## config.mk

```make
export PLATFORM = sky130hd
export DESIGN_NAME = plcp_signal_serializer
export DESIGN_NICKNAME = d
export VERILOG_FILES = /design/src/rtl/plcp_signal_serializer.sv
export SDC_FILE = /design/constraint.sdc
export NUM_CORES = 1
export LEC_CHECK = 0
export ABC_AREA = 1
export BUFFER_PORTS_ARGS = -buffer_cell sky130_fd_sc_hd__buf_2
export CAP_MARGIN = 20
export CORE_MARGIN = 1
export CORE_UTILIZATION = 55
export CTS_CLUSTER_SIZE = 16
export DETAILED_ROUTE_END_ITERATION = 6
export PLACE_DENSITY = 0.91
export SLEW_MARGIN = 20
export SYNTH_ARGS = -nofsm -noshare
export SYNTH_HDL_FRONTEND = slang
export SYNTH_SLANG_ARGS = --single-unit
```

## constraint.sdc

```tcl
create_clock -name clk -period 1.9 [get_ports clk]
set_input_delay 0.19 -clock clk [delete_from_list [all_inputs] [get_ports clk]]
set_output_delay 0.19 -clock clk [all_outputs]
set_load 0.005 [all_outputs]
```

## src/rtl/plcp_signal_serializer.sv

```systemverilog
// -----------------------------------------------------------------------------
// plcp_signal_serializer
//
// Accepts a (RATE, LENGTH) request over a valid/ready handshake, builds the
// 24-bit 802.11a SIGNAL word and streams it MSB-first, OUT_W bits per beat,
// with backpressure. Also reports N_DBPS for the latched rate and flags
// unsupported rates (which fall back to DEF_RATE_BITS / 144 bits).
//
// Optional feature macro: PLCP_SERVICE_FIELD_EN
//   defined   -> 16 zero SERVICE bits follow SIGNAL (40-bit frame)
//   undefined -> only the 24 SIGNAL bits are sent
//
// Parameters:
//   OUT_W         bits per output beat (1, 2, 4 or 8)
//   DEF_RATE_BITS RATE code used for unsupported rates
//
// Ports:
//   clk, rst    clock, asynchronous active-high reset
//   in_valid    request valid          in_ready   block can accept a request
//   rate        rate in Mb/s           length     PSDU length in octets
//   out_valid   out_data valid         out_ready  downstream accepts beat
//   out_data    serial bits, MSB first out_last   final beat of the header
//   n_dbps      data bits per symbol   rate_err   latched rate unsupported
// -----------------------------------------------------------------------------
module plcp_signal_serializer #(
   parameter int         OUT_W         = 1,
   parameter logic [3:0] DEF_RATE_BITS = 4'b1011
) (
   input  logic             clk,
   input  logic             rst,
   input  logic             in_valid,
   output logic             in_ready,
   input  logic [7:0]       rate,
   input  logic [11:0]      length,
   output logic             out_valid,
   input  logic             out_ready,
   output logic [OUT_W-1:0] out_data,
   output logic             out_last,
   output logic [7:0]       n_dbps,
   output logic             rate_err
);

`ifdef PLCP_SERVICE_FIELD_EN
   localparam int FRAME_W = 40;
`else
   localparam int FRAME_W = 24;
`endif
   localparam int NB    = FRAME_W / OUT_W;
   localparam int CNT_W = 6;
   localparam logic [CNT_W-1:0] CNT_LAST   = CNT_W'(NB - 1);
   localparam logic [CNT_W-1:0] CNT_PENULT = CNT_W'(NB - 2);

   localparam logic [0:0] S_IDLE = 1'b0;
   localparam logic [0:0] S_SEND = 1'b1;

   generate
      if (!(OUT_W == 1 || OUT_W == 2 || OUT_W == 4 || OUT_W == 8)) begin : g_bad_out_w
         $error("plcp_signal_serializer: OUT_W must be 1, 2, 4 or 8");
      end
   endgenerate

   // Rate lookup: {R1..R4, N_DBPS, unsupported flag}
   function automatic logic [12:0] rate_map(input logic [7:0] r);
      logic [12:0] m;
      case (r)
         8'd6:    m = {4'b1101, 8'd24,  1'b0};
         8'd9:    m = {4'b1111, 8'd36,  1'b0};
         8'd12:   m = {4'b0101, 8'd48,  1'b0};
         8'd18:   m = {4'b0111, 8'd72,  1'b0};
         8'd24:   m = {4'b1001, 8'd96,  1'b0};
         8'd36:   m = {4'b1011, 8'd144, 1'b0};
         8'd48:   m = {4'b0001, 8'd192, 1'b0};
         8'd54:   m = {4'b0011, 8'd216, 1'b0};
         default: m = {DEF_RATE_BITS, 8'd144, 1'b1};
      endcase
      return m;
   endfunction

   // Even parity over SIGNAL bits 23..7
   function automatic logic even_parity(input logic [16:0] v);
      return ^v;
   endfunction

   logic [12:0]        map_s;
   logic [16:0]        head_s;
   logic [23:0]        signal_s;
   logic [FRAME_W-1:0] frame_s;

   logic [0:0]         state_q,     state_d;
   logic [CNT_W-1:0]   cnt_q,       cnt_d;
   logic [FRAME_W-1:0] shreg_q,     shreg_d;
   logic               out_valid_q, out_valid_d;
   logic [OUT_W-1:0]   out_data_q,  out_data_d;
   logic               out_last_q,  out_last_d;
   logic               in_ready_q,  in_ready_d;
   logic [7:0]         n_dbps_q,    n_dbps_d;
   logic               rate_err_q,  rate_err_d;

   // Assemble the SIGNAL word for the request on the inputs; LENGTH goes out LSB first
   always_comb begin
      map_s  = rate_map(rate);
      head_s = {map_s[12:9], 1'b0, 12'h000};
      for (int i = 0; i < 12; i++) begin
         head_s[11 - i] = length[i];
      end
      signal_s = {head_s, even_parity(head_s), 6'b000000};
   end

`ifdef PLCP_SERVICE_FIELD_EN
   assign frame_s = {signal_s, 16'h0000};
`else
   assign frame_s = signal_s;
`endif

   // Next-state logic: the shift register keeps the not-yet-sent bits at its top
   always_comb begin
      state_d     = state_q;
      cnt_d       = cnt_q;
      shreg_d     = shreg_q;
      out_valid_d = out_valid_q;
      out_data_d  = out_data_q;
      out_last_d  = out_last_q;
      in_ready_d  = in_ready_q;
      n_dbps_d    = n_dbps_q;
      rate_err_d  = rate_err_q;
      case (state_q)
         S_IDLE: begin
            if (in_valid && in_ready_q) begin
               state_d     = S_SEND;
               cnt_d       = {CNT_W{1'b0}};
               shreg_d     = frame_s << OUT_W;
               out_data_d  = frame_s[FRAME_W-1 -: OUT_W];
               out_last_d  = 1'b0;
               out_valid_d = 1'b1;
               in_ready_d  = 1'b0;
               n_dbps_d    = map_s[8:1];
               rate_err_d  = map_s[0];
            end else begin
               state_d = S_IDLE;
            end
         end
         S_SEND: begin
            if (out_ready) begin
               if (cnt_q == CNT_LAST) begin
                  state_d     = S_IDLE;
                  cnt_d       = {CNT_W{1'b0}};
                  out_valid_d = 1'b0;
                  out_data_d  = {OUT_W{1'b0}};
                  out_last_d  = 1'b0;
                  in_ready_d  = 1'b1;
               end else begin
                  cnt_d      = cnt_q + {{(CNT_W-1){1'b0}}, 1'b1};
                  shreg_d    = shreg_q << OUT_W;
                  out_data_d = shreg_q[FRAME_W-1 -: OUT_W];
                  out_last_d = (cnt_q == CNT_PENULT);
               end
            end else begin
               state_d = S_SEND;
            end
         end
         default: begin
            state_d     = S_IDLE;
            cnt_d       = {CNT_W{1'b0}};
            out_valid_d = 1'b0;
            out_data_d  = {OUT_W{1'b0}};
            out_last_d  = 1'b0;
            in_ready_d  = 1'b1;
         end
      endcase
   end

   // State and output registers
   always_ff @(posedge clk or posedge rst) begin
      if (rst) begin
         state_q     <= S_IDLE;
         cnt_q       <= {CNT_W{1'b0}};
         shreg_q     <= {FRAME_W{1'b0}};
         out_valid_q <= 1'b0;
         out_data_q  <= {OUT_W{1'b0}};
         out_last_q  <= 1'b0;
         in_ready_q  <= 1'b1;
         n_dbps_q    <= 8'd0;
         rate_err_q  <= 1'b0;
      end else begin
         state_q     <= state_d;
         cnt_q       <= cnt_d;
         shreg_q     <= shreg_d;
         out_valid_q <= out_valid_d;
         out_data_q  <= out_data_d;
         out_last_q  <= out_last_d;
         in_ready_q  <= in_ready_d;
         n_dbps_q    <= n_dbps_d;
         rate_err_q  <= rate_err_d;
      end
   end

   assign in_ready  = in_ready_q;
   assign out_valid = out_valid_q;
   assign out_data  = out_data_q;
   assign out_last  = out_last_q;
   assign n_dbps    = n_dbps_q;
   assign rate_err  = rate_err_q;

endmodule

```

==> results.toml <==
[route]
router_iterations_before_antenna_repair = 4
detail_route.wl_per_cell_um = 10.8
post_route_antenna_net_violation_count = 0
finalWirelength_um = 4120
drc_marker_count_from_the_first_detailed_route_iteration = 171
remaining_drc_errors = 0
num_vias = 1914
dr_vias_cell = 5.01

[die]
die_width_um = 63.7
start_util_pct = 57.1
die_h_um = 63.7
dieArea_um2 = 4050
core_region_area_um2 = 3660
design.portCount = 37
std_cell_rows = 22

[pwr]
power.density_cell_area_nw_per_um2 = 592
power.static_leakage_nw = 1.41
net-switching-power_w = 0.000349
vdd_drop_max_v = 0.000295
power.share.clock_pct = 36.3
power.share.switching_pct = 24.7
part_of_the_power_in_registers_pct = 52.8
combinationalPowerShare_pct = 11.0
internal_power_w = 0.00106

[worst_hold_path]
whs_endpoint = "shreg_q[17]"
worstHoldPathType = "in2reg"
holdPathStages = 3
timing.hold.worst.start = "length[2]"

[logic_synthesis]
synth_area_leader_cell = "sky130_fd_sc_hd__dfrtp_1"
synth-edff-count = 0
synthArstFlopShare_pct = 100
yosys_warnings = 0
ys_seq_area_share_pct = 41.9
synth_cell_types = 34
yosys-top-cells-count = "sky130_fd_sc_hd__nand2_1 (112), sky130_fd_sc_hd__nor2_1 (38), sky130_fd_sc_hd__dfrtp_1 (34)"
postSynthCellCount = 295
yosys_register_bits = 35
synth_top_cell_area_share_pct = 40.7
synth_top_cells_by_area = "sky130_fd_sc_hd__dfrtp_1 (41%), sky130_fd_sc_hd__nand2_1 (20%), sky130_fd_sc_hd__nor2_1 (6.8%)"
post_synth.cell_area_avg_um2 = 7.09
synth-main-ff-cell = "sky130_fd_sc_hd__dfrtp_1"
yosysMostFrequentCell = "sky130_fd_sc_hd__nand2_1"
synth.cell_area_um2 = 2090

[worst_setup_path]
end_kind = "register"
r2r_path_end = "shreg_q[11]"
rr_worst_depth = 8
r2r_start = "cnt_q[1]"
startpoint_class = "register"
critical_path_arrival_ns = 1.81
timing.critical_path.fanout_max = 27
required_ns = 2.05
timing_worst_setup_path_type = "reg2reg"
r2r_setup_slack_ns = 0.24

[clock_tree]
cts_tree = "done"
htreeDepth = 2
cts-root-to-sink-buffers = 2
cts_sinks = 35
clk_pin_slew_worst_paths_ns = 0.07
cts_inserted_buffers = 5
clk_latency_ns = 0.29
ctsRootBufferMaster = "sky130_fd_sc_hd__clkbuf_8"
post_cts_resize_count = 0

[timing]
period_share_pct = 87.6
whs_ns = 0.183
rsz_0062_raised_after_global_routing = "false"
fin_crit_ns = 1.66
report.final.hold_viol_count = 0
setup_viol_count_final = 0
final.setup.tns_ns = 0
timing.final.max_slew_violations = 0
max_freq_ghz = 0.601
post_route_clock_skew_ns = 0.00766

[grt]
grt_first_pass_wirelength_um = 7220
grtUsageTotal_pct = 22.9
overflow_left_after_global_routing = 0
grt_antenna_before_repair = 0
grt_start_max_net_pins = 36
number_of_global_route_vias_before_repair = 1741

[cells_and_area]
n_antenna_cell = 0
final_nets = 359
share_of_post_route_cells_with_drive_strength_above_1_pct = 16.5
area_delta_synth_final_pct = 14.0

[place]
placement.io_buffers = 34
gpl.final_weighted_congestion = 0.843
dp_hpwl_um = 3070

[run_status]
run_status = "completed"

[run]
maxCapViolCount = 0
==> worst max path at each step <==
stage          startpoint          end  cells past startpoint
3_3_place_gp     cnt_q[1]  shreg_q[19]                      8
5_1_grt          cnt_q[1]  shreg_q[11]                      8
3_5_place_dp     cnt_q[1]  shreg_q[11]                      8
4_1_cts          cnt_q[1]  shreg_q[11]                      8
6_report         cnt_q[1]  shreg_q[11]                      8
2_1_floorplan    cnt_q[1]  shreg_q[13]                      9
==> cell families after synthesis <==
group / synth area share [%]
other: 0.179
AO/OA/AOI/OAI: 12.3
buffers and inverters: 9.27
AND/OR/NAND/NOR: 33.0
XOR/XNOR: 2.09
flip-flops: 41.9
adder cells (fa/ha/maj): 1.20
==> layout by cell type, fill, tap and decap left out, types with 2 or more instances in the layout <==
cell and count:
sky130_fd_sc_hd__xor2_1 2, sky130_fd_sc_hd__ha_1 2, sky130_fd_sc_hd__nor2_1 38, sky130_fd_sc_hd__clkbuf_1 3, sky130_fd_sc_hd__dfrtp_1 34, sky130_fd_sc_hd__conb_1 2
sky130_fd_sc_hd__nand2_2 2, sky130_fd_sc_hd__buf_4 3, sky130_fd_sc_hd__o21ai_0 9, sky130_fd_sc_hd__o22ai_1 3, sky130_fd_sc_hd__buf_2 34, sky130_fd_sc_hd__xnor2_1 3
sky130_fd_sc_hd__a21oi_1 6, sky130_fd_sc_hd__nand2_1 112, sky130_fd_sc_hd__inv_1 33, sky130_fd_sc_hd__a31oi_1 15, sky130_fd_sc_hd__clkbuf_8 5, sky130_fd_sc_hd__a21o_1 3
sky130_fd_sc_hd__nand3_1 9, sky130_fd_sc_hd__inv_4 2
==> per-stage QoR <==
stage / power (W) / util [%] / setup WS [ns] / std cells / cell area [um2]
3_5_place_dp: 0.000912 / 62.7 / 0.246 / 373 / 2290
3_3_place_gp: 0.000907 / 62.7 / 0.367 / 373 / 2290
2_1_floorplan: 0.000861 / - / 0.375 / 296 / 2100
6_report: 0.00141 / 65.1 / 0.235 / 382 / 2380
4_1_cts: 0.00142 / 65.1 / 0.229 / 382 / 2380
5_1_grt: 0.00148 / 65.1 / 0.0945 / 382 / 2380
==> power groups by stage <==
stage                     Clock, W  Sequential, W  Combinational (W)
after floorplan                  0       0.000759           0.000102
after global placement           0       0.000759           0.000148
after detailed placement         0       0.000759           0.000153
after CTS                 0.000523       0.000745           0.000156
after global routing      0.000552       0.000745           0.000183
final                     0.000512       0.000745           0.000155
==> layer usage <==
metal,GRT usage (%),vias to the layer above,part of all wire [%]
met5,0,-,0
met4,9.09,0,1.7
met3,4.89,7,4.1
met2,37.6,44,48
met1,29.0,861,46
li1,-,1002,-
==> registers in the layout, indices dropped and copies added, names as in the netlist <==
name,cells
cnt_q,6
out_valid,1
out_last,1
out_data,1
shreg_q,17
n_dbps,6
state_q,1
rate_err,1
in_ready,1
==> what timing repair did <==
| action | 4_1_cts | 5_1_grt |
|---|---|---|
| endpoints found under the hold margin | 7 | 0 |
| buffers inserted | 0 | 0 |
| hold buffers | 1 | 0 |
==> cell type report <==
| class | count | area [um2] |
|---|---|---|
| fillers | 323 | 1280 |
| clock buffers | 8 | 80.1 |
| multi-input cells | 217 | 1020 |
| flip-flops and latches | 35 | 877 |
| inverters | 36 | 140 |
| well taps | 48 | 60.1 |
| repair buffers | 38 | 203 |
==> worst max-delay path, stage by stage, from the launching register on <==
cell and delay [ns]:
sky130_fd_sc_hd__dfrtp_1 0.39, sky130_fd_sc_hd__ha_1 0.20, sky130_fd_sc_hd__nand2_2 0.09, sky130_fd_sc_hd__nor4_4 0.28
sky130_fd_sc_hd__nor2_4 0.11, sky130_fd_sc_hd__nor2_8 0.14, sky130_fd_sc_hd__inv_4 0.12, sky130_fd_sc_hd__nor2_1 0.13
sky130_fd_sc_hd__a31oi_1 0.06
(Power assumes the default switching activity.)
